--- config.mk ---
export PLATFORM = sky130hd
export DESIGN_NAME = control_seq
export DESIGN_NICKNAME = d
export VERILOG_FILES = /design/src/rtl/control_pkg.sv /design/src/rtl/control_decode.sv /design/src/rtl/control_seq.sv
export SDC_FILE = /design/constraint.sdc
export NUM_CORES = 1
export LEC_CHECK = 0
export BUFFER_PORTS_ARGS = -buffer_cell sky130_fd_sc_hd__clkbuf_2
export CAP_MARGIN = 25
export CORE_ASPECT_RATIO = 0.9
export CORE_UTILIZATION = 37
export DETAILED_ROUTE_END_ITERATION = 10
export GPL_TIMING_DRIVEN = 0
export PLACE_DENSITY_LB_ADDON = 0.2
export RECOVER_POWER = 100
export SLEW_MARGIN = 20
export SYNTH_ARGS = -nofsm -noshare
export SYNTH_HDL_FRONTEND = slang
export SYNTH_SLANG_ARGS = --single-unit
--- constraint.sdc ---
create_clock -name clk_i -period 2.2 [get_ports clk_i]
set_clock_uncertainty 0.15 [all_clocks]
set_input_delay 0.11 -clock clk_i [delete_from_list [all_inputs] [get_ports clk_i]]
set_output_delay 0.11 -clock clk_i [all_outputs]
set_load 0.01 [all_outputs]
--- src/rtl/control_pkg.sv ---
// control_pkg: shared types and codes for the control sequencer.
//   state_e      : sequencer states
//   alu_op_e     : ALU operation codes
//   A/B selects  : ALU operand source codes
//   rd_sel_e     : register writeback source
//   pc_sel_e     : next-PC source (STALL holds the PC, TRAP vectors to handler)
//   mem_acc_e    : memory access size
//   trap_cause_e : trap cause codes
//   dec_t        : decoded instruction bundle from control_decode
package control_pkg;

  typedef enum logic [2:0] {
    ST_RESET    = 3'd0,
    ST_EXEC     = 3'd1,
    ST_MEM_WAIT = 3'd2,
    ST_MULDIV   = 3'd3,
    ST_TRAP     = 3'd4
  } state_e;

  typedef enum logic [3:0] {
    ALU_ADD    = 4'd0,
    ALU_SUB    = 4'd1,
    ALU_SLL    = 4'd2,
    ALU_SLT    = 4'd3,
    ALU_SLTU   = 4'd4,
    ALU_XOR    = 4'd5,
    ALU_SRL    = 4'd6,
    ALU_SRA    = 4'd7,
    ALU_OR     = 4'd8,
    ALU_AND    = 4'd9,
    ALU_PASS_B = 4'd10
  } alu_op_e;

  localparam logic A_SEL_RS1 = 1'b0;
  localparam logic A_SEL_PC  = 1'b1;
  localparam logic B_SEL_RS2 = 1'b0;
  localparam logic B_SEL_IMM = 1'b1;

  typedef enum logic [1:0] {
    RD_ALU    = 2'd0,
    RD_MEM    = 2'd1,
    RD_PC4    = 2'd2,
    RD_MULDIV = 2'd3
  } rd_sel_e;

  typedef enum logic [2:0] {
    PC_NEXT   = 3'd0,
    PC_STALL  = 3'd1,
    PC_BRANCH = 3'd2,
    PC_JAL    = 3'd3,
    PC_JALR   = 3'd4,
    PC_TRAP   = 3'd5
  } pc_sel_e;

  typedef enum logic [1:0] {
    ACC_BYTE = 2'd0,
    ACC_HALF = 2'd1,
    ACC_WORD = 2'd2
  } mem_acc_e;

  typedef enum logic [1:0] {
    TC_ILLEGAL     = 2'd0,
    TC_MEM_TIMEOUT = 2'd1,
    TC_MISALIGNED  = 2'd2
  } trap_cause_e;

  localparam logic [6:0] OPC_LUI    = 7'b0110111;
  localparam logic [6:0] OPC_AUIPC  = 7'b0010111;
  localparam logic [6:0] OPC_JAL    = 7'b1101111;
  localparam logic [6:0] OPC_JALR   = 7'b1100111;
  localparam logic [6:0] OPC_BRANCH = 7'b1100011;
  localparam logic [6:0] OPC_LOAD   = 7'b0000011;
  localparam logic [6:0] OPC_STORE  = 7'b0100011;
  localparam logic [6:0] OPC_OP_IMM = 7'b0010011;
  localparam logic [6:0] OPC_OP     = 7'b0110011;

  localparam logic [6:0] F7_BASE   = 7'b0000000;
  localparam logic [6:0] F7_ALT    = 7'b0100000;
  localparam logic [6:0] F7_MULDIV = 7'b0000001;

  typedef struct packed {
    logic        reg_wr;
    logic [4:0]  rd;
    logic [4:0]  rs1;
    logic [4:0]  rs2;
    logic [31:0] imm;
    alu_op_e     alu_op;
    logic        a_sel;
    logic        b_sel;
    rd_sel_e     rd_sel;
    pc_sel_e     pc_sel;
    logic [31:0] pc_off;
    logic        mem_wr;
    logic        mem_sext;
    mem_acc_e    mem_acc;
    logic        is_mem;
    logic        is_muldiv;
    logic        illegal;
  } dec_t;

  // funct3 -> ALU op; alt selects SUB/SRA over ADD/SRL
  function automatic alu_op_e alu_op_from_f3(input logic [2:0] f3, input logic alt);
    alu_op_e op;
    case (f3)
      3'd0:    if (alt) op = ALU_SUB; else op = ALU_ADD;
      3'd1:    op = ALU_SLL;
      3'd2:    op = ALU_SLT;
      3'd3:    op = ALU_SLTU;
      3'd4:    op = ALU_XOR;
      3'd5:    if (alt) op = ALU_SRA; else op = ALU_SRL;
      3'd6:    op = ALU_OR;
      default: op = ALU_AND;
    endcase
    return op;
  endfunction

  function automatic logic is_misaligned(input mem_acc_e acc, input logic [1:0] addr_lo);
    return ((acc == ACC_HALF) && addr_lo[0]) ||
           ((acc == ACC_WORD) && (addr_lo != 2'b00));
  endfunction

endpackage

--- src/rtl/control_decode.sv ---
// control_decode: pure combinational RV32I (+ optional M) instruction decoder.
//   instr_i : 32-bit instruction word
//   dec_o   : datapath controls plus class flags is_mem / is_muldiv / illegal
// Build option: CONTROL_SEQ_MULDIV_EN enables decoding of funct7=0000001 OP
// instructions as mul/div; otherwise they decode as illegal.
// Illegal instructions never carry a write enable or class flag.
module control_decode
  import control_pkg::*;
(
  input  logic [31:0] instr_i,
  output dec_t        dec_o
);

  logic [6:0]  opc;
  logic [6:0]  f7;
  logic [2:0]  f3;
  logic [31:0] imm_i, imm_s, imm_b, imm_u, imm_j;

  assign opc = instr_i[6:0];
  assign f3  = instr_i[14:12];
  assign f7  = instr_i[31:25];

  assign imm_i = {{20{instr_i[31]}}, instr_i[31:20]};
  assign imm_s = {{20{instr_i[31]}}, instr_i[31:25], instr_i[11:7]};
  assign imm_b = {{19{instr_i[31]}}, instr_i[31], instr_i[7], instr_i[30:25], instr_i[11:8], 1'b0};
  assign imm_u = {instr_i[31:12], 12'b0};
  assign imm_j = {{11{instr_i[31]}}, instr_i[31], instr_i[19:12], instr_i[20], instr_i[30:21], 1'b0};

  always_comb begin
    dec_o.reg_wr    = 1'b0;
    dec_o.rd        = instr_i[11:7];
    dec_o.rs1       = instr_i[19:15];
    dec_o.rs2       = instr_i[24:20];
    dec_o.imm       = '0;
    dec_o.alu_op    = ALU_ADD;
    dec_o.a_sel     = A_SEL_RS1;
    dec_o.b_sel     = B_SEL_RS2;
    dec_o.rd_sel    = RD_ALU;
    dec_o.pc_sel    = PC_NEXT;
    dec_o.pc_off    = '0;
    dec_o.mem_wr    = 1'b0;
    dec_o.mem_sext  = 1'b0;
    dec_o.mem_acc   = ACC_BYTE;
    dec_o.is_mem    = 1'b0;
    dec_o.is_muldiv = 1'b0;
    dec_o.illegal   = 1'b0;

    case (opc)
      OPC_LUI: begin
        dec_o.reg_wr = 1'b1;
        dec_o.imm    = imm_u;
        dec_o.b_sel  = B_SEL_IMM;
        dec_o.alu_op = ALU_PASS_B;
      end
      OPC_AUIPC: begin
        dec_o.reg_wr = 1'b1;
        dec_o.imm    = imm_u;
        dec_o.a_sel  = A_SEL_PC;
        dec_o.b_sel  = B_SEL_IMM;
      end
      OPC_JAL: begin
        dec_o.reg_wr = 1'b1;
        dec_o.imm    = imm_j;
        dec_o.pc_off = imm_j;
        dec_o.rd_sel = RD_PC4;
        dec_o.pc_sel = PC_JAL;
      end
      OPC_JALR: begin
        // target comes from the ALU (rs1 + imm)
        dec_o.reg_wr  = 1'b1;
        dec_o.imm     = imm_i;
        dec_o.b_sel   = B_SEL_IMM;
        dec_o.rd_sel  = RD_PC4;
        dec_o.pc_sel  = PC_JALR;
        dec_o.illegal = (f3 != 3'd0);
      end
      OPC_BRANCH: begin
        // ALU does the compare; datapath applies funct3[0] polarity
        dec_o.imm    = imm_b;
        dec_o.pc_off = imm_b;
        dec_o.pc_sel = PC_BRANCH;
        case (f3[2:1])
          2'b00:   dec_o.alu_op  = ALU_SUB;
          2'b10:   dec_o.alu_op  = ALU_SLT;
          2'b11:   dec_o.alu_op  = ALU_SLTU;
          default: dec_o.illegal = 1'b1;
        endcase
      end
      OPC_LOAD: begin
        dec_o.reg_wr   = 1'b1;
        dec_o.imm      = imm_i;
        dec_o.b_sel    = B_SEL_IMM;
        dec_o.rd_sel   = RD_MEM;
        dec_o.is_mem   = 1'b1;
        dec_o.mem_sext = ~f3[2];
        dec_o.mem_acc  = mem_acc_e'(f3[1:0]);
        dec_o.illegal  = (f3[1:0] == 2'b11) || (f3[2] && f3[1]);
      end
      OPC_STORE: begin
        dec_o.imm     = imm_s;
        dec_o.b_sel   = B_SEL_IMM;
        dec_o.is_mem  = 1'b1;
        dec_o.mem_wr  = 1'b1;
        dec_o.mem_acc = mem_acc_e'(f3[1:0]);
        dec_o.illegal = f3[2] || (f3[1:0] == 2'b11);
      end
      OPC_OP_IMM: begin
        dec_o.reg_wr  = 1'b1;
        dec_o.imm     = imm_i;
        dec_o.b_sel   = B_SEL_IMM;
        dec_o.alu_op  = alu_op_from_f3(f3, (f3 == 3'd5) && (f7 == F7_ALT));
        dec_o.illegal = ((f3 == 3'd1) && (f7 != F7_BASE)) ||
                        ((f3 == 3'd5) && (f7 != F7_BASE) && (f7 != F7_ALT));
      end
      OPC_OP: begin
        dec_o.reg_wr = 1'b1;
        case (f7)
          F7_BASE: dec_o.alu_op = alu_op_from_f3(f3, 1'b0);
          F7_ALT: begin
            if ((f3 == 3'd0) || (f3 == 3'd5)) dec_o.alu_op  = alu_op_from_f3(f3, 1'b1);
            else                              dec_o.illegal = 1'b1;
          end
          F7_MULDIV: begin
`ifdef CONTROL_SEQ_MULDIV_EN
            dec_o.is_muldiv = 1'b1;
            dec_o.rd_sel    = RD_MULDIV;
`else
            dec_o.illegal   = 1'b1;
`endif
          end
          default: dec_o.illegal = 1'b1;
        endcase
      end
      default: dec_o.illegal = 1'b1;
    endcase

    if (dec_o.illegal) begin
      dec_o.reg_wr    = 1'b0;
      dec_o.mem_wr    = 1'b0;
      dec_o.is_mem    = 1'b0;
      dec_o.is_muldiv = 1'b0;
    end
  end

endmodule

--- src/rtl/control_seq.sv ---
// control_seq: multi-cycle control sequencer (FSM, counters, output gating).
// Parameters : MEM_TIMEOUT (1..255) wait cycles before a memory timeout trap,
//              MULDIV_CYCLES (1..64) fixed mul/div unit latency.
// Inputs     : clk_i, rst_i (async, active-high), instr_i, instr_valid_i,
//              mem_ack_i, alu_result_i (load/store address).
// Outputs    : datapath controls (reg_wr_en_o, rd/rs1/rs2_idx_o, imm_data_o,
//              alu_op_o, alu_a/b_sel_o, rd_sel_o, pc_next_off_o, pc_next_sel_o),
//              memory controls (mem_req_o, mem_wr_en_o, mem_r_sext_o, mem_acc_o),
//              muldiv_start_o, busy_o, trap_o, trap_cause_o.
// Build option: CONTROL_SEQ_MULDIV_EN adds the MULDIV state and its counter.
module control_seq
  import control_pkg::*;
#(
  parameter int MEM_TIMEOUT   = 16,
  parameter int MULDIV_CYCLES = 8
) (
  input  logic        clk_i,
  input  logic        rst_i,
  input  logic [31:0] instr_i,
  input  logic        instr_valid_i,
  input  logic        mem_ack_i,
  input  logic [31:0] alu_result_i,
  output logic        reg_wr_en_o,
  output logic [4:0]  rd_idx_o,
  output logic [4:0]  rs1_idx_o,
  output logic [4:0]  rs2_idx_o,
  output logic [31:0] imm_data_o,
  output logic [3:0]  alu_op_o,
  output logic        alu_a_sel_o,
  output logic        alu_b_sel_o,
  output logic [1:0]  rd_sel_o,
  output logic [31:0] pc_next_off_o,
  output logic [2:0]  pc_next_sel_o,
  output logic        mem_req_o,
  output logic        mem_wr_en_o,
  output logic        mem_r_sext_o,
  output logic [1:0]  mem_acc_o,
  output logic        muldiv_start_o,
  output logic        busy_o,
  output logic        trap_o,
  output logic [1:0]  trap_cause_o
);

  state_e      state_q, state_d;
  trap_cause_e cause_q, cause_d;
  dec_t        dec;
  logic [7:0]  tmo_cnt_q;
  logic        tmo_hit;
  logic        misalign;
  logic        fields_on;
  logic        unused_addr;

  control_decode u_dec (
    .instr_i (instr_i),
    .dec_o   (dec)
  );

  assign misalign    = is_misaligned(dec.mem_acc, alu_result_i[1:0]);
  assign unused_addr = ^alu_result_i[31:2];
  // last permitted wait cycle; an ack here still completes the access
  assign tmo_hit     = (tmo_cnt_q == 8'(MEM_TIMEOUT - 1));
  assign busy_o      = (state_q == ST_MEM_WAIT) || (state_q == ST_MULDIV);
  assign fields_on   = ((state_q == ST_EXEC) && instr_valid_i) || busy_o;

  // state register
  always_ff @(posedge clk_i or posedge rst_i) begin
    if (rst_i) begin
      state_q <= ST_RESET;
      cause_q <= TC_ILLEGAL;
    end else begin
      state_q <= state_d;
      if (state_d == ST_TRAP) cause_q <= cause_d;
    end
  end

  // wait counter is held at zero outside MEM_WAIT, so it is clear on entry
  always_ff @(posedge clk_i or posedge rst_i) begin
    if (rst_i)                       tmo_cnt_q <= '0;
    else if (state_q != ST_MEM_WAIT) tmo_cnt_q <= '0;
    else                             tmo_cnt_q <= tmo_cnt_q + 8'd1;
  end

`ifdef CONTROL_SEQ_MULDIV_EN
  logic [6:0] md_cnt_q;
  logic       md_last;

  assign md_last = (md_cnt_q == 7'(MULDIV_CYCLES - 1));

  always_ff @(posedge clk_i or posedge rst_i) begin
    if (rst_i)                     md_cnt_q <= '0;
    else if (state_q != ST_MULDIV) md_cnt_q <= '0;
    else                           md_cnt_q <= md_cnt_q + 7'd1;
  end
`else
  localparam int unused_md_cycles = MULDIV_CYCLES;
  assign muldiv_start_o = 1'b0;
`endif

  // next-state
  always_comb begin
    state_d = state_q;
    cause_d = TC_ILLEGAL;
    case (state_q)
      ST_RESET: state_d = ST_EXEC;
      ST_EXEC: begin
        if (instr_valid_i) begin
          if (dec.illegal) begin
            state_d = ST_TRAP;
            cause_d = TC_ILLEGAL;
          end else if (dec.is_mem && misalign) begin
            state_d = ST_TRAP;
            cause_d = TC_MISALIGNED;
          end else if (dec.is_mem) begin
            state_d = ST_MEM_WAIT;
          end else if (dec.is_muldiv) begin
`ifdef CONTROL_SEQ_MULDIV_EN
            state_d = ST_MULDIV;
`endif
          end
        end
      end
      ST_MEM_WAIT: begin
        if (mem_ack_i) begin
          state_d = ST_EXEC;
        end else if (tmo_hit) begin
          state_d = ST_TRAP;
          cause_d = TC_MEM_TIMEOUT;
        end
      end
`ifdef CONTROL_SEQ_MULDIV_EN
      ST_MULDIV: if (md_last) state_d = ST_EXEC;
`endif
      ST_TRAP: state_d = ST_EXEC;
      default: state_d = ST_RESET;
    endcase
  end

  // outputs; RESET (and thus rst_i) leaves everything at zero except STALL
  always_comb begin
    reg_wr_en_o   = 1'b0;
    rd_idx_o      = '0;
    rs1_idx_o     = '0;
    rs2_idx_o     = '0;
    imm_data_o    = '0;
    alu_op_o      = '0;
    alu_a_sel_o   = 1'b0;
    alu_b_sel_o   = 1'b0;
    rd_sel_o      = '0;
    pc_next_off_o = '0;
    pc_next_sel_o = PC_STALL;
    mem_req_o     = 1'b0;
    mem_wr_en_o   = 1'b0;
    mem_r_sext_o  = 1'b0;
    mem_acc_o     = '0;
    trap_o        = 1'b0;
    trap_cause_o  = '0;
`ifdef CONTROL_SEQ_MULDIV_EN
    muldiv_start_o = 1'b0;
`endif

    if (fields_on) begin
      rd_idx_o      = dec.rd;
      rs1_idx_o     = dec.rs1;
      rs2_idx_o     = dec.rs2;
      imm_data_o    = dec.imm;
      alu_op_o      = dec.alu_op;
      alu_a_sel_o   = dec.a_sel;
      alu_b_sel_o   = dec.b_sel;
      rd_sel_o      = dec.rd_sel;
      pc_next_off_o = dec.pc_off;
      mem_r_sext_o  = dec.mem_sext;
      mem_acc_o     = dec.mem_acc;
    end

    case (state_q)
      ST_EXEC: begin
        if (instr_valid_i && !dec.illegal) begin
          if (dec.is_mem) begin
            if (!misalign) begin
              mem_req_o   = 1'b1;
              mem_wr_en_o = dec.mem_wr;
            end
          end else if (dec.is_muldiv) begin
`ifdef CONTROL_SEQ_MULDIV_EN
            muldiv_start_o = 1'b1;
`endif
          end else begin
            reg_wr_en_o   = dec.reg_wr;
            pc_next_sel_o = dec.pc_sel;
          end
        end
      end
      ST_MEM_WAIT: begin
        mem_req_o   = 1'b1;
        mem_wr_en_o = dec.mem_wr;
        if (mem_ack_i) begin
          reg_wr_en_o   = ~dec.mem_wr;
          pc_next_sel_o = PC_NEXT;
        end
      end
`ifdef CONTROL_SEQ_MULDIV_EN
      ST_MULDIV: begin
        if (md_last) begin
          reg_wr_en_o   = 1'b1;
          rd_sel_o      = RD_MULDIV;
          pc_next_sel_o = PC_NEXT;
        end
      end
`endif
      ST_TRAP: begin
        trap_o        = 1'b1;
        trap_cause_o  = cause_q;
        pc_next_sel_o = PC_TRAP;
      end
      default: ;
    endcase
  end

endmodule

# Word-level counts from Yosys, hierarchy flattened
# Cells that the tools add are included.
dict set report totals {
  input_bits 68
  out_inout_bits 101
  ff_bits 13
  wordCells 140
}
dict set report classes {
  mux 71
  eq_ne 29
  reduce_logical 34
  n_bitwise 2
  add_sub_neg 1
}
# cell count
set op_table {}
lappend op_table {{case mux 32 bit (5 select lines)} 1}
lappend op_table {{case mux 4 bit (7 select lines)} 3}
lappend op_table {{two-way mux 32 bit} 2}
lappend op_table {{case mux 32 bit (2 select lines)} 1}
lappend op_table {{case mux 3 bit (3 select lines)} 4}
lappend op_table {{two-way mux 3 bit} 10}
lappend op_table {{equality test 7 x 6 -> 1 bit (second input constant)} 4}
lappend op_table {{two-way mux 1 bit} 28}
lappend op_table {{equality test 7 bit (second input constant)} 3}
lappend op_table {{case mux 4 bit (4 select lines)} 1}
lappend op_table {{equality test 3 bit (second input constant)} 5}
lappend op_table {{two-way mux 5 bit} 3}
lappend op_table {{equality test 7 x 5 -> 1 bit (second input constant)} 2}
lappend op_table {{two-way mux 2 bit} 7}
lappend op_table {{equality test 3 x 2 -> 1 bit (second input constant)} 4}
lappend op_table {{logical AND 1 bit} 10}
lappend op_table {{OR reduction 3 bit} 3}
lappend op_table {{adder 8 x 1 -> 8 bit (second input constant)} 1}
lappend op_table {{equality test 2 bit (second input constant)} 4}
lappend op_table {{equality test 8 x 4 -> 1 bit (second input constant)} 1}
lappend op_table {{two-way mux 4 bit} 2}
lappend op_table {{two-way mux 8 bit} 1}
lappend op_table {{case mux 1 bit (2 select lines)} 4}
lappend op_table {{case mux 2 bit (2 select lines)} 2}
lappend op_table {{19 further kinds} 31}

# Longest topological paths before layout
# Gate-level depths: netlist of the first run.
dict set report depth {
  word_depth 12
  ltp_mapped 7
  mapped_depth_nobuf 6
}

# Cells and area by module
# A second synthesis of the first run with hierarchy kept.
dict set report unflattened {
  cells_unflattened 374
  area_unflattened_um2 2731.4
}
# mod cells_each area_each_um2 seq_area_each_um2 n_inst
set by_module_without_submodules {}
lappend by_module_without_submodules {control_seq 185 1385.1 325.3 1}
lappend by_module_without_submodules {control_decode 189 1346.3 0.0 1}

# Least setup slack after synthesis of the first run
# OpenSTA, ideal clock, no wires.
dict set report synth_path {
  path_kind {register -> output}
  from {reg state_q[0]}
  to {out pc_next_off_o[21]}
  path_buffers 2
  slack_ns -0.153
  t_arrival_ns 2.093
  path_stages_with_launch 6
  required_time_ns 1.940
  cell_sequence {dfrtp_1 a21oi_1 or2_2 clkbuf_1 nor3_1 buf_4}
}
dict set report synth_via {
  elab_chain_cells 4
  word_cells_on_any_way 7
  cone_classes {3 x eq/ne; 1 x mux; 3 x reduce/logical}
}
# element line
set synth_lines {}
lappend synth_lines {{start, declared} control_seq.sv:44} ;# state_e state_q, state_d;
lappend synth_lines {{start signal, assigned} control_seq.sv:71} ;# state_q <= state_d;
lappend synth_lines {{equality test 3 x 1 -> 1 bit / equality test 3 x 2 -> 1 bit (equally long branches)} {control_seq.sv:63, control_seq.sv:62}}
lappend synth_lines {{logical AND 1 bit / logical OR 1 bit (equally long branches)} {control_seq.sv:63, control_seq.sv:62}}
lappend synth_lines {{logical OR 1 bit (*)} control_seq.sv:63} ;# assign fields_on = ((state_q == ST_EXEC) && instr_valid_i) || busy_o;
lappend synth_lines {{two-way mux 32 bit (*)} control_seq.sv:161} ;# if (fields_on) begin
lappend synth_lines {{end, declared} control_seq.sv:32} ;# output logic [31:0] pc_next_off_o,
# Every way passes the cells marked *; elsewhere a longest branch is shown, timed or not.

# Worst setup path in the final report of the first run
dict set report layout_path {
  from {reg state_q[1]}
  to {out alu_op_o[0]}
}
dict set report layout_via {
  elab_chain_cells 4
  word_cells_on_any_way 7
  cone_classes {3 x eq/ne; 1 x mux; 3 x reduce/logical}
}
# element line
set layout_lines {}
lappend layout_lines {{equality test 3 x 1 -> 1 bit / equality test 3 x 2 -> 1 bit (equally long branches)} {control_seq.sv:63, control_seq.sv:62}}
lappend layout_lines {{logical AND 1 bit / logical OR 1 bit (equally long branches)} {control_seq.sv:63, control_seq.sv:62}}
lappend layout_lines {{logical OR 1 bit (*)} control_seq.sv:63}
lappend layout_lines {{two-way mux 4 bit (*)} control_seq.sv:161}
lappend layout_lines {{end, declared} control_seq.sv:28} ;# output logic [3:0] alu_op_o,
# Marked as above.

==> results.yml, run 1 <==
run_status:
  status: "finished clean"
floorplan:
  die_area_mm2: 0.00622
  dieHeight_um: 74.9
  core_area_mm2: 0.00569
  num_io_pins: 169
  fp-row-count: 26
  initial_core_util: 0.384
  die_w_um: 83.0
drt:
  num_vias: 2913
  routedWlPerCell_um: 13.9
  drtPass1Iterations: 6
  antenna_left: 0
  vias_per_cell: 5.34
  totalWireLength_um: 7600
  first_iter_violations: 176
  drc: 0
pwr:
  ir_drop_mv: 0.171
  power_mw: 0.906
  power_density_mw_per_mm2: 293
  p_leak_nw: 1.48
synth:
  synth.top_cell.area_share: 0.149
  syn-mean-instance-area_um2: 6.62
  synthArstFlopShare: 1.00
  yosys.area.top_type: "dfrtp_1"
  netlist_instances: 330
  ys_ff_latch: 13
  synth_top_flop_cell: "dfrtp_1"
  yosysSeqAreaShare: 0.149
  synth_area_leaders: "dfrtp_1 15%, a21oi_1 8.9%, nand2_1 7.7%, nor2_1 6.7%, and2_1 6.0%"
  synthesis.area_mm2: 0.00219
  synth.distinct_cells: 58
  ys_warn_count: 0
  synth_edf_count: 0
cts:
  clock_sinks: 13
  worstSkewPairLatency_ps: 240
  htree_levels: 1
  cts_buffer_depth: 2
  cts_made_buffers: 3
  cts.root.buffer_cell: "clkbuf_8"
  cts_tree: "built"
  cts.clk_slew.worst_paths_ps: 60
critical_path:
  cp.required_ps: 1940
  critPathLaunchType: "register"
  cp_data_arrival_time_ps: 1860
  cp-end-kind: "output pin"
  cp_max_fo: 10
  r2r-start: "tmo_cnt_q[0]"
  ff2ff_setup_slack_ps: 410
  r2r_cells: 6
  worstSetupPathType: "reg -> out"
  r2r-end: "cause_q[1]"
cells_and_area:
  syn_to_final_growth_pct: 41.3
  drive_above_1_share: 0.382
  num-fill-cells: 590
  multi_input_area_mm2: 0.00164
  design_area_mm2: 0.00309
  antennaDiodeCount: 0
  seq_area_um2: 327
  nNetsFinal: 546
min_path:
  min_from: "mem_ack_i"
  holdCritPathClass: "in -> reg"
  worstHoldEndpoint: "state_q[1]"
  hold_depth: 4
grt:
  grt_pass1_vias: 2499
  grt_overflow_total: 0
  track_usage: 0.224
  antenna_found_initial: 0
  grt_pass1_wl_um: 11600
  grt_start_max_net_pins: 14
sta:
  timing.final.crit_share: 0.963
  fmax_ghz: 0.472
  setup_viol: 0
  hold_viol: 0
  slew_violations: 0
  setup_slack_ps: 81.6
  hold-worst-slack_ps: 55.8
  worst_pin_slew_ps: 817
  period_needed_ps: 2120
  relSlewSlack: 0.450
placement:
  dp_hpwl_um: 5950
  dp_slack_ps: -228
  port-buffer-count: 134
  dpl_cell_area_mm2: 0.00295
  gp_congestion: 0.917
flow_run:
  maxCapViolCount: 0
==> cells by family (layout without fill, tap and decap cells) <==
kind of cell               count (synthesis)  after routing  synth area share
and+or+nand+nor                          174            174             0.434
AOI/OAI and AO/OA                         88             88             0.264
buffers and inverters                     46            191             0.118
DFF                                       13             13             0.149
xor gates and xnor gates                   7              7            0.0280
adders and majority gates                  1              1           0.00572
other                                      1              2           0.00172
==> layout make-up <==
| type | instances | area share |
|---|---|---|
| Buffer | 36 | 0.0737 |
| Clock buffer | 4 | 0.0146 |
| Inverter | 10 | 0.0122 |
| Multi-Input combinational cell | 272 | 0.531 |
| Sequential cell | 13 | 0.106 |
| Tap cell | 70 | 0.0284 |
| Timing Repair Buffer | 141 | 0.235 |
==> worst max-delay path, cell delays in order (launching register included) <==
cell	delay [ps]
dfrtp_1	430
a21oi_1	90
or2_2	290
buf_4	190
nor4_1	190
a22oi_1	150
o32ai_2	100
clkbuf_2	170
==> worst max-delay path by stage <==
stage                    start           endpoint  slack [ps]  cells after the start
CTS                 state_q[0]        alu_op_o[0]           2                      7
detailed placement  instr_i[5]  pc_next_off_o[22]        -230                      8
floorplan           state_q[0]  pc_next_off_o[21]         190                      5
global route        instr_i[5]     imm_data_o[22]         -60                      9
finish              state_q[1]        alu_op_o[0]          80                      7
global placement    instr_i[5]  pc_next_off_o[24]        -190                      8
==> timing repair <==
| item | 4_1_cts | 5_1_grt |
|---|---|---|
| endpoints found under the setup margin | 29 | 69 |
| gates resized for setup | 3 | 15 |
| buffers inserted | 1 | 5 |
| hold buffers | 1 | 0 |
| pin swaps | 1 | 2 |
| endpoints found under the hold margin | 13 | 0 |
==> layer usage <==
layer | share of wire | global-route usage | vias up
met5 | 0 | 0 | -
met4 | 0.010 | 0.0556 | 0
met3 | 0.080 | 0.0307 | 10
met2 | 0.45 | 0.352 | 139
met1 | 0.46 | 0.324 | 1327
li1 | - | - | 1437
==> state kept, by name, indices dropped and copies added (netlist names) <==
signal / count
tmo_cnt_q: 8
cause_q: 2
state_q: 3
==> cell usage in the layout (no fill, tap or decap), types with 4 or more instances in the layout <==
| cell type | count |
|---|---|
| a21oi_1 | 39 |
| a22oi_1 | 12 |
| and2_1 | 21 |
| and3_1 | 11 |
| buf_2 | 9 |
| buf_4 | 20 |
| clkbuf_1 | 19 |
| clkbuf_2 | 125 |
| dfrtp_1 | 12 |
| inv_1 | 10 |
| nand2_1 | 45 |
| nand2b_1 | 4 |
| nand3_1 | 8 |
| nor2_1 | 38 |
| nor2b_1 | 6 |
| nor3_1 | 7 |
| nor4_1 | 4 |
| o21ai_0 | 11 |
| o21ai_1 | 4 |
| xor2_1 | 4 |
==> through the flow <==
stage	cells	utilization	setup TNS [ps]
after floorplan	331	-	0
after global placement	535	0.519	-2170
after detailed placement	535	0.519	-2620
after CTS	541	0.533	0
after global routing	546	0.543	-450
final	546	0.543	0
==> power breakdown <==
group	switching, mW	internal, mW
Sequential	0.0158	0.250
Combinational	0.260	0.160
Clock	0.0925	0.128
Total	0.368	0.538
==> synthesized netlist by cell type, types with 4 or more instances <==
library cell and count:
nand3_1 8, nor2b_1 6, buf_2 8, buf_4 14, xor2_1 4, and3_1 11, inv_1 10, a22oi_1 12
nor4_1 4, o21ai_1 5, nand2b_1 4, dfrtp_1 13, nor3_1 9, a21oi_1 39, o21ai_0 10, nand2_1 45
clkbuf_1 11, and2_1 21, nor2_1 39
No activity file was read; power rests on OpenSTA's default activity.
==> run 2: changes to the inputs <==
--- a/config.mk
+++ b/config.mk
@@ -8,7 +8,7 @@
 export BUFFER_PORTS_ARGS = -buffer_cell sky130_fd_sc_hd__clkbuf_2
 export CAP_MARGIN = 25
 export CORE_ASPECT_RATIO = 0.9
-export CORE_UTILIZATION = 37
+export CORE_UTILIZATION = 41
 export DETAILED_ROUTE_END_ITERATION = 10
 export GPL_TIMING_DRIVEN = 0
 export PLACE_DENSITY_LB_ADDON = 0.2
==> constraint.sdc (replaced) <==
create_clock -name clk_i -period 2.1 [get_ports clk_i]
set_clock_uncertainty 0.15 [all_clocks]
set_input_delay 0.105 -clock clk_i [delete_from_list [all_inputs] [get_ports clk_i]]
set_output_delay 0.105 -clock clk_i [all_outputs]
set_load 0.01 [all_outputs]
==> results.yml, run 2 (synthesized netlist as in run 1, its figures left out) <==
run_status:
  status: "finished clean"
pwr:
  power_density_mw_per_mm2: 308
  combPwrFrac: 0.486
  internal_power_mw: 0.580
  ir_drop_mv: 0.287
  p_leak_nw: 1.54
  clockPowerShare: 0.234
  seq_power_share: 0.280
  switching_share: 0.403
  switching_power_mw: 0.391
sta:
  period_needed_ps: 2040
  hold-worst-slack_ps: 45.4
  setup_viol: 0
  slew_violations: 0
  setup_slack_ps: 58.9
  relSlewSlack: 0.511
  fmax_ghz: 0.490
  timing.final.crit_share: 0.972
  hold_viol: 0
  worst_pin_slew_ps: 726
critical_path:
  cp.required_ps: 1850
  cp_max_fo: 10
  ff2ff_setup_slack_ps: 250
  r2r_cells: 6
  cp_data_arrival_time_ps: 1790
  critPathLaunchType: "register"
  worstSetupPathType: "reg -> out"
  r2r-end: "cause_q[1]"
  r2r-start: "tmo_cnt_q[0]"
  cp-end-kind: "output pin"
cts:
  htree_levels: 1
  cts.root.buffer_cell: "clkbuf_8"
  worstSkewPairLatency_ps: 250
  cts_buffer_depth: 2
  clock_sinks: 13
  cts_tree: "built"
  cts_made_buffers: 3
  cts.clk_slew.worst_paths_ps: 60
cells_and_area:
  drive_above_1_share: 0.435
  nNetsFinal: 546
  multi_input_area_mm2: 0.00167
  top_register: "tmo_cnt_q"
  layout_commonest_cell: "clkbuf_2"
  largest_register_ffs: 8
  seq_area_um2: 328
  antennaDiodeCount: 0
  design_area_mm2: 0.00315
  top_regs: "tmo_cnt_q (8), state_q (3), cause_q (2)"
  syn_to_final_growth_pct: 44.0
  final_cell_mix: "138 x clkbuf_2, 45 x nand2_1, 38 x a21oi_1, 35 x nor2_1"
  num-fill-cells: 507
placement:
  dp_slack_ps: -338
  dpl_cell_area_mm2: 0.00295
  dp_hpwl_um: 6110
  gp_congestion: 0.914
  port-buffer-count: 134
grt:
  track_usage: 0.278
  grt_pass1_wl_um: 12800
  grt_pass1_vias: 2751
  grt_start_max_net_pins: 14
  antenna_found_initial: 0
  grt_overflow_total: 0
floorplan:
  initial_core_util: 0.439
  dieHeight_um: 71.3
  die_area_mm2: 0.00563
  fp-row-count: 24
  die_w_um: 79.0
  core_area_mm2: 0.00498
  num_io_pins: 169
drt:
  totalWireLength_um: 7750
  first_iter_violations: 178
  routedWlPerCell_um: 14.3
  vias_per_cell: 5.47
  num_vias: 2957
  drc: 0
  antenna_left: 0
  drtPass1Iterations: 5
flow_run:
  maxCapViolCount: 0
min_path:
  worstHoldEndpoint: "state_q[2]"
  holdCritPathClass: "in -> reg"
  min_from: "instr_valid_i"
  hold_depth: 3
[run 2: final cells by class]
class / count / share of cell area
multi-input cells: 272 / 0.529
repair buffers: 143 / 0.243
flip-flops and latches: 13 / 0.104
plain buffers: 34 / 0.0715
well taps: 65 / 0.0258
clock buffers: 4 / 0.0143
inverters: 10 / 0.0119
[run 2: metrics by stage]
| stage | TNS [ps] | util | total power [mW] | std cells |
|---|---|---|---|---|
| after CTS | 0 | 0.616 | 0.933 | 539 |
| after global placement | -2830 | 0.591 | 0.674 | 530 |
| after floorplan | 0 | - | 0.524 | 331 |
| after global routing | -97.6 | 0.632 | 1.03 | 541 |
| after detailed placement | -4020 | 0.591 | 0.683 | 530 |
| final | 0 | 0.632 | 0.971 | 541 |
[run 2: power by group through the flow]
stage               logic (mW)  clock network (mW)  registers [mW]
CTS                      0.430               0.230           0.274
finish                   0.472               0.227           0.272
detailed placement       0.400                   0           0.283
floorplan                0.246                   0           0.278
global placement         0.391                   0           0.283
global route             0.519               0.242           0.272
[run 2: metal layers]
layer / vias to the layer above / share of wire / GRT usage
met2: 146 / 0.48 / 0.474
met5: - / 0 / 0
met4: 0 / 0.011 / 0.0404
li1: 1442 / - / -
met1: 1355 / 0.43 / 0.379
met3: 14 / 0.076 / 0.0420
[run 2: worst max-delay path, cell delays in order, from the launching register on]
cell and delay [ps]:
dfrtp_1 390, a21oi_2 70, or2_2 290, buf_4 190, nor4_1 180, a22oi_1 140
o32ai_2 100, buf_2 170
[run 2: how the worst max path moves through the flow]
stage | from | to
2_1_floorplan | state_q[0] | pc_next_off_o[21]
3_3_place_gp | instr_i[5] | pc_next_off_o[30]
3_5_place_dp | instr_i[5] | pc_next_off_o[31]
4_1_cts | state_q[2] | alu_op_o[0]
5_1_grt | state_q[1] | pc_next_off_o[23]
6_report | state_q[1] | alu_op_o[0]
[run 2: repair_timing]
item / 4_1_cts / 5_1_grt
gates cloned: 0 / 0
endpoints found under the setup margin: 40 / 59
buffers inserted: 4 / 4
pin swaps: 3 / 2
gates resized for setup: 8 / 22
hold buffers: 1 / 0
endpoints found under the hold margin: 13 / 0
